`config.mk`:
```
export PLATFORM = sky130hd
export DESIGN_NAME = load_store_unit
export DESIGN_NICKNAME = d
export VERILOG_FILES = /design/src/rtl/core_pkg.sv /design/src/rtl/lsu_lane_align.sv /design/src/rtl/load_store_unit.sv
export SDC_FILE = /design/constraint.sdc
export NUM_CORES = 1
export LEC_CHECK = 0
export ABC_AREA = 1
export BUFFER_PORTS_ARGS = -buffer_cell sky130_fd_sc_hd__buf_2
export CAP_MARGIN = 20
export CORE_MARGIN = 4
export CORE_UTILIZATION = 50
export DETAILED_ROUTE_END_ITERATION = 10
export PLACE_DENSITY_LB_ADDON = 0.15
export SYNTH_ARGS = -nofsm -noshare
export SYNTH_HDL_FRONTEND = slang
export SYNTH_SLANG_ARGS = --single-unit
export TNS_END_PERCENT = 5
```
`constraint.sdc`:
```
create_clock -name clk -period 2.21 [get_ports clk]
set_input_delay 0.442 -clock clk [delete_from_list [all_inputs] [get_ports clk]]
set_output_delay 0.442 -clock clk [all_outputs]
set_load 0.02 [all_outputs]
```
`src/rtl/core_pkg.sv`:
```
// Shared definitions for the load/store path: funct3 encodings, access
// size and FSM state enums, and the load lane extraction helper.
package core_pkg;

    // funct3 encodings for loads and stores (Instruction_out[14:12])
    localparam logic [2:0] F3_B  = 3'b000;
    localparam logic [2:0] F3_H  = 3'b001;
    localparam logic [2:0] F3_W  = 3'b010;
    localparam logic [2:0] F3_BU = 3'b100;
    localparam logic [2:0] F3_HU = 3'b101;

    typedef enum logic [1:0] {
        SZ_B = 2'd0,
        SZ_H = 2'd1,
        SZ_W = 2'd2
    } size_e;

    typedef enum logic [1:0] {
        ST_IDLE = 2'd0,
        ST_REQ  = 2'd1,
        ST_DONE = 2'd2
    } state_e;

    // Pick the addressed byte/half out of a read word and extend it.
    // Halfword offsets are assumed aligned, so only off[1] selects the half.
    function automatic logic [31:0] lane_extract(
        input logic [31:0] rdata,
        input size_e       size,
        input logic        sign,
        input logic [1:0]  off
    );
        logic [7:0]  b;
        logic [15:0] h;
        logic [31:0] r;
        b = rdata[{off, 3'b000} +: 8];
        h = off[1] ? rdata[31:16] : rdata[15:0];
        case (size)
            SZ_B:    r = {{24{sign & b[7]}}, b};
            SZ_H:    r = {{16{sign & h[15]}}, h};
            default: r = rdata;
        endcase
        return r;
    endfunction

endpackage

```
`src/rtl/lsu_lane_align.sv`:
```
// Combinational lane steering between the core and a 32-bit word memory.
// Store side builds byte enables and replicated write data; load side
// extracts and extends the addressed lane of a read word.
module lsu_lane_align
    import core_pkg::*;
(
    input  size_e       st_size_i,
    input  logic [1:0]  st_off_i,
    input  logic [31:0] st_data_i,
    output logic [3:0]  wstrb_o,
    output logic [31:0] wdata_o,
    input  size_e       ld_size_i,
    input  logic        ld_sign_i,
    input  logic [1:0]  ld_off_i,
    input  logic [31:0] rdata_i,
    output logic [31:0] ld_data_o
);

    // Store lanes: shift the enable pattern to the offset, replicate the data
    always_comb begin
        wstrb_o = 4'hF;
        wdata_o = st_data_i;
        case (st_size_i)
            SZ_B: begin
                wstrb_o = 4'b0001 << st_off_i;
                wdata_o = {4{st_data_i[7:0]}};
            end
            SZ_H: begin
                wstrb_o = 4'b0011 << st_off_i;
                wdata_o = {2{st_data_i[15:0]}};
            end
            default: begin
                wstrb_o = 4'hF;
                wdata_o = st_data_i;
            end
        endcase
    end

    assign ld_data_o = lane_extract(rdata_i, ld_size_i, ld_sign_i, ld_off_i);

endmodule

```
`src/rtl/load_store_unit.sv`:
```
// Memory-access stage: decodes a load/store, runs one req/ready transaction
// with data memory (with a timeout), and returns extended load data with a
// one-cycle done pulse. stall holds the PC while the access is in flight.
//
// Memory handshake: mem_req rises on entry to REQ and is held, with
// mem_we/mem_addr/mem_wstrb/mem_wdata frozen, until the cycle in which
// mem_ready=1 (transfer happens on that clock edge, mem_rdata sampled in the
// same cycle); it only otherwise falls on timeout or reset.
module load_store_unit
    import core_pkg::*;
#(
    parameter int TIMEOUT_CYCLES = 16,
    parameter int ADDR_W         = 32
) (
    input  logic              clk,
    input  logic              rst,
    input  logic              Memread,
    input  logic              Memwrite,
    input  logic [2:0]        funct3,
    input  logic [ADDR_W-1:0] addr,
    input  logic [31:0]       store_data,
    output logic [31:0]       load_data,
    output logic              done,
    output logic              stall,
    output logic              misaligned,
    output logic              bus_error,
    output logic              mem_req,
    output logic              mem_we,
    output logic [ADDR_W-1:0] mem_addr,
    output logic [3:0]        mem_wstrb,
    output logic [31:0]       mem_wdata,
    input  logic              mem_ready,
    input  logic [31:0]       mem_rdata,
    output logic [1:0]        dbg_state_o
);

    localparam int            CW       = $clog2(TIMEOUT_CYCLES + 1);
    localparam logic [CW-1:0] CNT_LAST = CW'(TIMEOUT_CYCLES - 1);

    state_e        state_q;
    logic [CW-1:0] cnt_q;
    size_e         size_q;
    logic          sign_q;
    logic [1:0]    off_q;

    logic        op_any;
    size_e       dec_size;
    logic        dec_sign;
    logic        dec_legal;
    logic        dec_mis;
    logic [3:0]  st_wstrb;
    logic [31:0] st_wdata;
    logic [31:0] ld_ext;

    assign op_any      = Memread | Memwrite;
    assign stall       = (state_q != ST_DONE) & op_any;
    assign dbg_state_o = state_q;

    // Decode funct3 into size/sign and legality for the requested direction
    always_comb begin
        dec_size  = SZ_B;
        dec_sign  = 1'b0;
        dec_legal = 1'b0;
        case (funct3)
            F3_B:  begin dec_size = SZ_B; dec_sign = 1'b1; dec_legal = 1'b1;    end
            F3_H:  begin dec_size = SZ_H; dec_sign = 1'b1; dec_legal = 1'b1;    end
            F3_W:  begin dec_size = SZ_W; dec_sign = 1'b1; dec_legal = 1'b1;    end
            F3_BU: begin dec_size = SZ_B; dec_sign = 1'b0; dec_legal = Memread; end
            F3_HU: begin dec_size = SZ_H; dec_sign = 1'b0; dec_legal = Memread; end
            default: dec_legal = 1'b0;
        endcase
        if (Memread & Memwrite) begin
            dec_legal = 1'b0;
        end
        dec_mis = ((dec_size == SZ_H) & addr[0]) |
                  ((dec_size == SZ_W) & (|addr[1:0]));
    end

    lsu_lane_align u_align (
        .st_size_i (dec_size),
        .st_off_i  (addr[1:0]),
        .st_data_i (store_data),
        .wstrb_o   (st_wstrb),
        .wdata_o   (st_wdata),
        .ld_size_i (size_q),
        .ld_sign_i (sign_q),
        .ld_off_i  (off_q),
        .rdata_i   (mem_rdata),
        .ld_data_o (ld_ext)
    );

    // Access FSM with timeout counter; all outputs registered
    always_ff @(posedge clk or negedge rst) begin
        if (!rst) begin
            state_q    <= ST_IDLE;
            cnt_q      <= '0;
            size_q     <= SZ_B;
            sign_q     <= 1'b0;
            off_q      <= 2'b00;
            load_data  <= '0;
            done       <= 1'b0;
            misaligned <= 1'b0;
            bus_error  <= 1'b0;
            mem_req    <= 1'b0;
            mem_we     <= 1'b0;
            mem_addr   <= '0;
            mem_wstrb  <= '0;
            mem_wdata  <= '0;
        end else begin
            case (state_q)
                ST_IDLE: begin
                    if (op_any) begin
                        mem_addr  <= {addr[ADDR_W-1:2], 2'b00};
                        mem_we    <= Memwrite;
                        mem_wstrb <= Memwrite ? st_wstrb : 4'h0;
                        mem_wdata <= Memwrite ? st_wdata : 32'h0;
                        size_q    <= dec_size;
                        sign_q    <= dec_sign;
                        off_q     <= addr[1:0];
                        cnt_q     <= '0;
                        if (!dec_legal) begin
                            // Illegal op wins over misalignment
                            state_q   <= ST_DONE;
                            done      <= 1'b1;
                            bus_error <= 1'b1;
                            load_data <= '0;
                        end else if (dec_mis) begin
                            state_q    <= ST_DONE;
                            done       <= 1'b1;
                            misaligned <= 1'b1;
                            load_data  <= '0;
                        end else begin
                            state_q <= ST_REQ;
                            mem_req <= 1'b1;
                        end
                    end
                end
                ST_REQ: begin
                    if (mem_ready) begin
                        mem_req   <= 1'b0;
                        state_q   <= ST_DONE;
                        done      <= 1'b1;
                        load_data <= mem_we ? 32'h0 : ld_ext;
                    end else if (cnt_q == CNT_LAST) begin
                        mem_req   <= 1'b0;
                        state_q   <= ST_DONE;
                        done      <= 1'b1;
                        bus_error <= 1'b1;
                        load_data <= '0;
                    end else begin
                        cnt_q <= cnt_q + CW'(1);
                    end
                end
                ST_DONE: begin
                    done       <= 1'b0;
                    misaligned <= 1'b0;
                    bus_error  <= 1'b0;
                    state_q    <= ST_IDLE;
                end
                default: begin
                    state_q <= ST_IDLE;
                end
            endcase
        end
    end

endmodule

```
After elaboration in Yosys (flattened, before gate mapping)
Index checks and enable logic that the tools add are counted.
- $add $sub $neg: 1
- reduce and logical (&&, ||, !) cells: 19
- divide/modulo/power cells: 0
- order comparisons: 0
- equality and inequality tests: 21
- multiply operators: 0
- bitwise logic cells: 8
- shift operators: 3
- multiplexer cells: 46
- operators by type and width (cell ; count):
    $mux W32 ; 7
    $pmux W32 S2 ; 3
    $shiftx A32 B6 Y8 ; 1
    $ne A2 B2 Y1 const B ; 9
    $mux W1 ; 17
    $mux W16 ; 1
    $reduce_and A4 Y1 ; 4
    $mux W5 ; 3
    $mux W2 ; 5
    $pmux W5 S2 ; 1
    $reduce_and A5 Y1 ; 2
    $pmux W2 S2 ; 2
    $pmux W4 S2 ; 1
    $and A1 B1 Y1 ; 6
    $eq A2 B1 Y1 const B ; 3
    $eq A3 B3 Y1 const B ; 2
    $logic_not A2 Y1 ; 3
    $ne A3 B3 Y1 const B ; 2
    $pmux W1 S2 ; 3
    $pmux W1 S3 ; 2
    $reduce_or A2 Y1 ; 3
    $add A5 B1 Y5 const B ; 1
    $eq A5 B4 Y1 const B ; 1
    $eq A2 B2 Y1 const B ; 2
    other kinds (11) ; 14
- input bits: 104
- memories: 0
- bits in writable memories: 0
- word-level logic and storage cells: 112
- flip-flop bits (word level): 115
- bits in latches: 0
- memory bits (read-only): 0

Longest topological paths before layout
Gate-level depths: netlist of the first run.
- depth in word-level cells: 10
- mapped depth: 14
- gate-level depth less buffers: 13

Cells and area by module
From an unflattened synthesis of the first run, not the netlist that was laid out.
- cell total of the unflattened synthesis: 775
- area total of the unflattened synthesis: 5889.4 um2
- by module, submodules not included (module ; times used ; area an instance (um2) ; sequential area each (um2) ; cells each):
    load_store_unit ; 1 ; 4590.7 ; 2877.8 ; 535
    lsu_lane_align ; 1 ; 1298.7 ; 0.0 ; 240

Worst setup path before layout of the first run
OpenSTA, ideal clock, no wires.
- path type: flip-flop to flip-flop
- start point: reg cnt_q[0]
- end point: reg load_data[13]
- required time: 2.092 ns
- slack: 0.351 ns
- stages on the path, launching flop included: 15
- arrival time: 1.740 ns
- cells stage by stage: dfrtp_1 ha_1 and3_1 ha_1 nor2_1 nand2_1 nand2_2 inv_2 nand2_2 inv_4 nand2_4 inv_4 buf_6 nand3_1 nand2_1
- longest elaborated chain between the ends: 3
- RTL lines (item ; line ; source):
    start, declared ; load_store_unit.sv:41 ; logic [CW-1:0] cnt_q;
    start signal, assigned ; load_store_unit.sv:151 ; cnt_q <= cnt_q + CW'(1);
    $eq A5 B4 Y1 ; load_store_unit.sv:144 ; end else if (cnt_q == CNT_LAST) begin
    $ne A3 B3 Y1 (no line) ; - ;
    $reduce_and A4 Y1 (no line) ; - ;
    end signal, assigned ; load_store_unit.sv:143 ; load_data <= mem_we ? 32'h0 : ld_ext;
    end, declared ; load_store_unit.sv:22 ; output logic [31:0] load_data,
No other way between the ends.
A chain may end at the register's enable or synchronous reset.

Final worst setup path of the first run
- start point: reg cnt_q[0]
- end point: reg load_data[29]
The elaborated chain is that of the path after synthesis.

==> impl_metrics.json, run 1 <==
{
  "core-area_mm2": 0.0110,
  "antennaDiodeCount": 0,
  "grt_max_degree": 73,
  "post-place-ws_ps": 143,
  "port_buffers": 209,
  "cts_buffer_depth": 2,
  "yosysUniqueCellTypes": 35,
  "post-cts-setup-buffers": 0,
  "cts_buffers": 17,
  "ant_nets": 0,
  "holdPathEnd": "mem_addr[27]",
  "insertion_delay_ps": 410,
  "hold_path.startpoint": "addr[27]",
  "yosys_warnings": 0,
  "yosysMostFrequentCell": "nand2_1",
  "r2r_start": "cnt_q[0]",
  "synth_top_area_frac": 0.501,
  "power.share.clock": 0.244,
  "gp_congestion": 0.898,
  "placed_area_mm2": 0.00686,
  "internal-power_uw": 6000,
  "synth_common_cells": "nand2_1 (304), dfrtp_1 (115), o21ai_0 (48), nand3_1 (35), nor2_1 (33)",
  "path_clk_slew_ps": 50,
  "clkSinkCount": 115,
  "period_needed_ps": 2070,
  "worst-r2r-cell-count": 13,
  "cts_max_level": 4,
  "finalWorstSetupSlack_ps": 141,
  "grt_pass1_wl_um": 26100,
  "async_flop_share": 1.00,
  "gr-usage-all-layers": 0.249,
  "hold_depth": 3,
  "ir_drop_uv": 1030,
  "crit_arrival_ps": 2400,
  "switching_share": 0.433,
  "setup_violations": 0,
  "synth_edf_count": 0,
  "worstSetupEndpointType": "flip-flop",
  "routed_via_density": 5.14,
  "hold_path.class": "in2reg",
  "ys_ff_latch": 115,
  "stdcell_count": 1080,
  "die-area_mm2": 0.0133,
  "syn_to_final_growth_pct": 29.7,
  "grt_pass1_vias": 5437,
  "combPwrFrac": 0.442,
  "die-height_um": 115,
  "report.final.slew_viol_count": 0,
  "r2r_slack_ps": 140,
  "tightest_slew_ps": 596,
  "critical_path.max_fanout": 17,
  "dp.cells": 1047,
  "final_cell_area_mm2": 0.00744,
  "syn-instance-count": 724,
  "totalPowerFinal_uw": 10600,
  "p_sw_uw": 4590,
  "criticalPathCategory": "reg2reg",
  "grt-ovfl-total": 0,
  "nNetsFinal": 1037,
  "grt_setup_unrepaired": "no",
  "ys.flop_type": "dfrtp_1",
  "drive_above_1_share": 0.316,
  "boundaryPins": 212,
  "std_cell_rows": 38,
  "p_seq_frac": 0.314,
  "clock.fmax_ghz": 0.483,
  "start_util": 0.520,
  "status": "finished clean",
  "first_pass_iters": 5,
  "power_density_mw_per_mm2": 1420,
  "synth_top_area_cell": "dfrtp_1",
  "skew_ps": 6.23,
  "drt-initial-drc-count": 448,
  "wirelength_um": 16000,
  "wl_per_cell_um": 14.8,
  "vias": 5555,
  "cts_tree": "yes",
  "required_ps": 2540,
  "antenna_found_initial": 0,
  "period_share": 0.936,
  "yosysSeqAreaShare": 0.501,
  "syn_avg_cell_area_um2": 7.93,
  "r2r_end": "load_data[29]",
  "timing_hold_violations_final": 0,
  "leakagePower_uw": 0.00418,
  "syn_area_mm2": 0.00574,
  "hpwl_um": 11700,
  "synth_area_leaders": "dfrtp_1 (50%), nand2_1 (20%), o21ai_0 (4.2%)",
  "clockRootBuffer": "clkbuf_16",
  "start_kind": "flip-flop",
  "relSlewSlack": 0.603,
  "die_w_um": 115,
  "cap_violations": 0,
  "drc_errors": 0,
  "fillers": 962,
  "tns_ps": 0
}
power groups by stage:
| stage | clock network, µW | logic (µW) | registers [µW] |
|---|---|---|---|
| after global routing | 2740 | 5170 | 3420 |
| final | 2590 | 4680 | 3320 |
| after global placement | 0 | 4570 | 3310 |
| after detailed placement | 0 | 4700 | 3330 |
| after CTS | 2630 | 4710 | 3320 |
| after floorplan | 0 | 2450 | 4150 |
registers in the layout (all words and copies together), names as in the netlist:
signal	count
size_q	2
mem_we	1
dbg_state_o	2
sign_q	1
load_data	32
mem_req	1
mem_wdata	32
mem_wstrb	4
cnt_q	5
bus_error	1
mem_addr	30
off_q	2
misaligned	1
done	1
metrics by stage:
step	hold WS (ps)	util
2_1_floorplan	146	-
3_3_place_gp	289	0.622
3_5_place_dp	292	0.622
4_1_cts	217	0.674
5_1_grt	227	0.675
6_report	231	0.675
logic make-up (layout without fill, tap and decap cells):
| group | after synthesis | in the layout | synth area share |
|---|---|---|---|
| AO/OA/AOI/OAI | 98 | 98 | 0.0974 |
| XOR/XNOR | 1 | 1 | 0.00153 |
| adder cells (fa/ha/maj) | 6 | 6 | 0.0131 |
| buffers and inverters | 79 | 294 | 0.0663 |
| flip-flops | 115 | 115 | 0.501 |
| multiplexers | 1 | 1 | 0.00174 |
| other | 1 | 2 | 0.000653 |
| AND/OR/NAND/NOR | 423 | 423 | 0.318 |
area by class of cell:
cell class | count | area [µm²] | area share
clock buffer | 28 | 517 | 0.0694
clock inverter | 4 | 45.0 | 0.00605
inverter | 41 | 168 | 0.0225
multi-input combinational | 531 | 2490 | 0.334
sequential | 115 | 2880 | 0.387
tap | 140 | 175 | 0.0235
timing repair buffer | 221 | 1170 | 0.158
timing repair:
action,4_1_cts,5_1_grt
hold endpoints to repair,10,0
endpoints found under the setup margin,0,3
gates resized for setup,0,3
hold buffers,1,0
cell usage in the layout (no fill, tap or decap), types with 7 or more instances in the layout:
| cell | count |
|---|---|
| nand2_1 | 304 |
| buf_2 | 208 |
| dfrtp_1 | 115 |
| o21ai_0 | 48 |
| nand3_1 | 35 |
| nor2_1 | 32 |
| inv_1 | 31 |
| o21ai_1 | 19 |
| nand4_1 | 18 |
| clkbuf_16 | 17 |
| or2_2 | 10 |
| o21ai_2 | 10 |
| o211ai_1 | 10 |
| buf_4 | 8 |
| a21oi_1 | 7 |
worst max-delay path, cell delays in order, from the launching register on:
cell and delay, ps:
dfrtp_1 400, ha_1 240, and3_1 200, ha_1 200, nor2_1 120, nand2_1 80, nand2_2 80, inv_2 60
nand2_2 80, inv_4 90, nand2_4 110, buf_6 170, nand2_1 90, o21ai_2 70
metal layers:
metal	global-route usage	wire [µm]
met5	0	0
met4	0.0947	304
met3	0.0705	1340
met2	0.405	7780
met1	0.316	6590
how the worst max path moves through the flow:
stage	from	to	slack [ps]	cells after the start
after floorplan	cnt_q[0]	load_data[13]	350	14
after global placement	cnt_q[0]	load_data[7]	240	13
after detailed placement	cnt_q[0]	load_data[25]	140	13
after CTS	cnt_q[0]	load_data[25]	110	13
after global routing	cnt_q[0]	load_data[25]	30	13
final	cnt_q[0]	load_data[29]	140	13
No activity file was read; power rests on OpenSTA's default activity.
==> run 2, diff against run 1 <==
--- a/config.mk
+++ b/config.mk
@@ -8,8 +8,10 @@
 export ABC_AREA = 1
 export BUFFER_PORTS_ARGS = -buffer_cell sky130_fd_sc_hd__buf_2
 export CAP_MARGIN = 20
+export CELL_PAD_IN_SITES_DETAIL_PLACEMENT = 2
+export CELL_PAD_IN_SITES_GLOBAL_PLACEMENT = 2
 export CORE_MARGIN = 4
-export CORE_UTILIZATION = 50
+export CORE_UTILIZATION = 27
 export DETAILED_ROUTE_END_ITERATION = 10
 export PLACE_DENSITY_LB_ADDON = 0.15
 export SYNTH_ARGS = -nofsm -noshare
==> constraint.sdc (replaced) <==
create_clock -name clk -period 2.2 [get_ports clk]
set_input_delay 0.44 -clock clk [delete_from_list [all_inputs] [get_ports clk]]
set_output_delay 0.44 -clock clk [all_outputs]
set_load 0.02 [all_outputs]
==> run 2 against run 1 <==
  * Critical path depth unchanged
  * Non-clock buffer count increased by 4
  * Worst hold slack got worse by 180 ps
==> impl_metrics.json, run 2 (synthesized netlist as in run 1, its figures left out) <==
{
  "status": "finished clean",
  "wirelength_um": 21600,
  "wl_per_cell_um": 17.6,
  "nNetsFinal": 1041,
  "clkSinkCount": 115,
  "switching_share": 0.447,
  "skew_ps": 10.5,
  "gr-usage-all-layers": 0.183,
  "final_common_cell": "nand2_1",
  "p_seq_frac": 0.293,
  "clockRootBuffer": "clkbuf_16",
  "grt_pass1_vias": 6430,
  "start_kind": "flip-flop",
  "post-place-ws_ps": -10.2,
  "stdcell_count": 1222,
  "cts_buffer_depth": 2,
  "cts_buffers": 17,
  "path_clk_slew_ps": 60,
  "insertion_delay_ps": 420,
  "syn_to_final_growth_pct": 34.9,
  "critical_path.max_fanout": 17,
  "grt_max_degree": 116,
  "slowest_stage": "dfrtp_1",
  "cap_violations": 0,
  "report.final.slew_viol_count": 0,
  "boundaryPins": 212,
  "r2r_start": "cnt_q[1]",
  "std_cell_rows": 53,
  "vias": 5728,
  "dp.cells": 1186,
  "die_w_um": 154,
  "ir_drop_uv": 565,
  "setup_violations": 0,
  "cts_tree": "yes",
  "required_ps": 2530,
  "totalPowerFinal_uw": 11500,
  "r2r_slack_ps": 120,
  "p_sw_uw": 5120,
  "ant_nets": 0,
  "antenna_found_initial": 4,
  "finalWorstSetupSlack_ps": 118,
  "die-height_um": 154,
  "cts_max_level": 4,
  "worstSetupEndpointType": "flip-flop",
  "start_util": 0.274,
  "worst_path_largest_cell_delay_ps": 400,
  "clock.fmax_ghz": 0.480,
  "hpwl_um": 16100,
  "critical_path.startpoint": "cnt_q[1]",
  "core-area_mm2": 0.0210,
  "first_pass_iters": 4,
  "combPwrFrac": 0.445,
  "path_cells": "ha_1 > and3_1 > ha_1 > nor2_2 > nand2_1 > nand2_2 > inv_2 > nand2_2 > inv_6 > nand2_8 > buf_12 > nand2_1 > o21ai_0",
  "final_cell_mix": "nand2_1 (304), buf_2 (208), dfrtp_1 (115), o21ai_0 (48), nand3_1 (35)",
  "port_buffers": 209,
  "timing_hold_violations_final": 0,
  "internal-power_uw": 6340,
  "hold_path.class": "in2async",
  "relSlewSlack": 0.505,
  "grt-ovfl-total": 0,
  "criticalPathCategory": "reg2reg",
  "worst-r2r-cell-count": 13,
  "r2r_end": "load_data[25]",
  "gp_congestion": 0.790,
  "largestRegisters": "load_data x32, mem_wdata x32, mem_addr x30",
  "drc_errors": 0,
  "drt-initial-drc-count": 186,
  "routed_via_density": 4.69,
  "period_needed_ps": 2080,
  "power.share.clock": 0.263,
  "power_density_mw_per_mm2": 1480,
  "critPathCapture": "load_data[25]",
  "crit_arrival_ps": 2410,
  "period_share": 0.946,
  "leakagePower_uw": 0.00423,
  "grt_pass1_wl_um": 34700,
  "tightest_slew_ps": 742,
  "die-area_mm2": 0.0237,
  "drive_above_1_share": 0.326
}
run 2: changes by cell type in the layout (fill, tap and decap cells not counted), sizes merged:
cell	delta
buf	+5
clkbuf	-10
inv	+3
bufinv	+3
diode	+3
dlygate4sd3	-1
clkinv	+1
clkinvlp	+3
run 2: how the worst min path moves through the flow:
stage | from | to | slack [ps]
floorplan | rst | bus_error | 140
global placement | mem_addr[5] | mem_addr[5] | 450
detailed placement | mem_addr[15] | mem_addr[15] | 460
CTS | rst | misaligned | 160
global route | rst | misaligned | 160
finish | rst | misaligned | 50
run 2: per-stage QoR:
step	utilization	instance area (µm²)	TNS, ps	hold slack [ps]
after floorplan	-	5740	0	144
after global placement	0.337	7060	0	449
after detailed placement	0.337	7060	-10.2	458
after CTS	0.368	7710	-1.72	163
after global routing	0.369	7740	-3.61	161
final	0.370	7740	0	54.7
run 2: cell type report:
type	instances	area, µm²
diodes	3	7.51
clock buffers	18	429
clock inverters	14	204
fillers	2484	13200
inverters	41	169
multi-input cells	531	2500
flip-flops and latches	115	2880
well taps	275	344
repair buffers	225	1210
run 2: repair_timing:
item / CTS / global route
hold buffers: 0 / 0
gates cloned: 0 / 0
buffers inserted: 0 / 1
gates resized for setup: 3 / 5
endpoints found under the setup margin: 25 / 32
run 2: worst max-delay path, delay by kind of cell (launching register included):
family                     cells  cell delay (ps)
adders and majority gates      2              420
DFF                            1              400
and+or+nand+nor                7              790
AOI/OAI and AO/OA              1               80
buffers and inverters          3              300
run 2: metal layers:
layer  GRT usage  up-vias  wire, µm
met2       0.312      156     10500
li1            -     2734         -
met4      0.0442        4       296
met1       0.220     2810      9120
met3      0.0687       24      1620
met5           0        -        14
run 2: power groups by stage:
stage               Sequential (µW)  Clock [µW]  Combinational, µW
finish                         3350        3010               5100
global route                   3480        3210               5660
detailed placement             3390           0               5070
CTS                            3380        3090               5140
floorplan                      4170           0               2460
global placement               3350           0               4890
==> run 3, diff against run 2 <==
--- a/config.mk
+++ b/config.mk
@@ -6,7 +6,7 @@
 export NUM_CORES = 1
 export LEC_CHECK = 0
 export ABC_AREA = 1
-export BUFFER_PORTS_ARGS = -buffer_cell sky130_fd_sc_hd__buf_2
+export BUFFER_PORTS_ARGS = -buffer_cell sky130_fd_sc_hd__buf_4
 export CAP_MARGIN = 20
 export CELL_PAD_IN_SITES_DETAIL_PLACEMENT = 2
 export CELL_PAD_IN_SITES_GLOBAL_PLACEMENT = 2
@@ -14,6 +14,7 @@
 export CORE_UTILIZATION = 27
 export DETAILED_ROUTE_END_ITERATION = 10
 export PLACE_DENSITY_LB_ADDON = 0.15
+export SETUP_SLACK_MARGIN = 0.05
 export SYNTH_ARGS = -nofsm -noshare
 export SYNTH_HDL_FRONTEND = slang
 export SYNTH_SLANG_ARGS = --single-unit
==> run 3 against run 2 <==
  * Critical path depth unchanged
  * Critical path type unchanged
  * Largest cell class unchanged
  * Fmax up 2.0%
  * Clock-buffer cell count up 1
  * Total power up 1.1%
  * Cell count down 0.33%
  * Die area unchanged
==> impl_metrics.json, run 3 (synthesized netlist as in run 1, its figures left out) <==
{
  "fillers": 2461,
  "skew_ps": 6.93,
  "die-area_mm2": 0.0237,
  "std_cell_rows": 53,
  "internal-power_uw": 6460,
  "r2r_slack_ps": 160,
  "clockRootBuffer": "clkbuf_16",
  "criticalPathCategory": "reg2reg",
  "hpwl_um": 16100,
  "cts_buffer_depth": 2,
  "grt_pass1_wl_um": 35500,
  "core-area_mm2": 0.0210,
  "report.final.slew_viol_count": 0,
  "port_buffers": 209,
  "clkSinkCount": 115,
  "syn_to_final_growth_pct": 42.9,
  "grt_setup_unrepaired": "yes",
  "tightest_slew_ps": 678,
  "drc_errors": 0,
  "die-height_um": 154,
  "path_cells": "ha_2 > and3_1 > ha_1 > nor2_2 > nand2_1 > nand2_2 > inv_2 > nand2_4 > inv_8 > nand2_8 > buf_12 > nand2_1 > o21ai_2",
  "vias": 5721,
  "cts_buffers": 17,
  "final_cell_mix": "nand2_1 (304), buf_4 (219), dfrtp_1 (115), o21ai_0 (48), nand3_1 (35)",
  "start_kind": "flip-flop",
  "slowest_stage": "dfrtp_1",
  "ant_nets": 0,
  "die_w_um": 154,
  "switching_share": 0.443,
  "critical_path.max_fanout": 17,
  "gr-usage-all-layers": 0.188,
  "setup_violations": 0,
  "insertion_delay_ps": 420,
  "routed_via_density": 4.70,
  "postLayoutCoreUtil": 0.391,
  "hold_path.class": "in2async",
  "period_share": 0.928,
  "status": "finished clean",
  "worstSetupEndpointType": "flip-flop",
  "timing_hold_violations_final": 0,
  "cts_max_level": 4,
  "power.share.clock": 0.228,
  "antennaDiodeCount": 0,
  "grt-ovfl-total": 0,
  "nNetsFinal": 1040,
  "cp_common_cell": "nand2_1",
  "wirelength_um": 21900,
  "grt_max_degree": 116,
  "power_density_mw_per_mm2": 1410,
  "dp.cells": 1183,
  "final_common_cell": "nand2_1",
  "largestRegisters": "load_data x32, mem_wdata x32, mem_addr x30",
  "antenna_found_initial": 0,
  "combPwrFrac": 0.480,
  "wl_per_cell_um": 18.0,
  "gp_congestion": 0.806,
  "cts_tree": "yes",
  "first_pass_iters": 4,
  "boundaryPins": 212,
  "drive_above_1_share": 0.327,
  "leakagePower_uw": 0.00432,
  "ir_drop_uv": 557,
  "path_clk_slew_ps": 60,
  "p_seq_frac": 0.293,
  "relSlewSlack": 0.548,
  "required_ps": 2540,
  "period_needed_ps": 2040,
  "crit_arrival_ps": 2380,
  "drt-initial-drc-count": 205,
  "stdcell_count": 1218,
  "cap_violations": 0,
  "worst_path_largest_cell_delay_ps": 410,
  "start_util": 0.274,
  "p_sw_uw": 5130,
  "grt_pass1_vias": 6546,
  "clock.fmax_ghz": 0.490
}
-- run 3: changes by cell type in the layout (fill, tap and decap cells not counted), moves of 3 or more --
| cell | change |
|---|---|
| clkinv_2 | +5 |
| buf_2 | -208 |
| inv_6 | -3 |
| diode_2 | -3 |
| bufinv_16 | -3 |
| buf_4 | +206 |
-- run 3: repair_timing --
| action | CTS | global route |
|---|---|---|
| gates resized for setup | 2 | 10 |
| hold buffers | 0 | 0 |
| buffers inserted | 0 | 3 |
| pin swaps | 0 | 2 |
| endpoints found under the setup margin | 31 | 35 |
-- run 3: metrics by stage --
stage	worst slack (ps)	hold WS, ps	TNS [ps]	total power (µW)	instance area, µm²
finish	159	93.0	0	11600	8200
global route	-7.48	166	-12.0	12500	8200
CTS	17.5	156	0	11700	8140
detailed placement	13.3	460	0	8920	7570
global placement	190	456	0	8690	7570
floorplan	341	144	0	6630	5740
-- run 3: power groups by stage --
stage	logic, µW	clock network (µW)	registers (µW)
3_3_place_gp	5300	0	3390
5_1_grt	6160	2810	3510
2_1_floorplan	2460	0	4170
6_report	5560	2640	3400
4_1_cts	5560	2710	3410
3_5_place_dp	5500	0	3420
-- run 3: final timing paths --
path                                 end          from  depth (start not counted)
min in group clk            mem_addr[30]      addr[30]                          3
max reg2reg                load_data[20]      cnt_q[0]                         13
min reg2reg                 mem_addr[17]  mem_addr[17]                          2
min                            bus_error           rst                          2
max                        load_data[20]      cnt_q[0]                         13
max in group asynchronous   mem_addr[19]           rst                          2
-- run 3: per-layer routing --
metal  global-route usage  wire length, µm  share of wire  up-vias
li1                     -                -              -     2717
met1                0.226             8870           0.40     2836
met2                0.324            11100           0.51      152
met3               0.0667             1730          0.079       16
met4               0.0416              215         0.0098        0
met5                    0                0              0        -
-- run 3: critical path, delay by kind of cell, from the launching register on --
family                     cells  cell delay [ps]
AOI/OAI and AO/OA              1               70
adders and majority gates      2              420
DFF                            1              410
and+or+nand+nor                7              780
buffers and inverters          3              290
-- run 3: layout make-up --
| class | instances | area [µm²] | share of cell area |
|---|---|---|---|
| sequential | 115 | 2880 | 0.351 |
| multi-input combinational | 531 | 2510 | 0.306 |
| timing repair buffer | 224 | 1740 | 0.213 |
| clock buffer | 19 | 443 | 0.0540 |
| tap | 275 | 344 | 0.0420 |
| inverter | 41 | 171 | 0.0209 |
| clock inverter | 13 | 113 | 0.0137 |
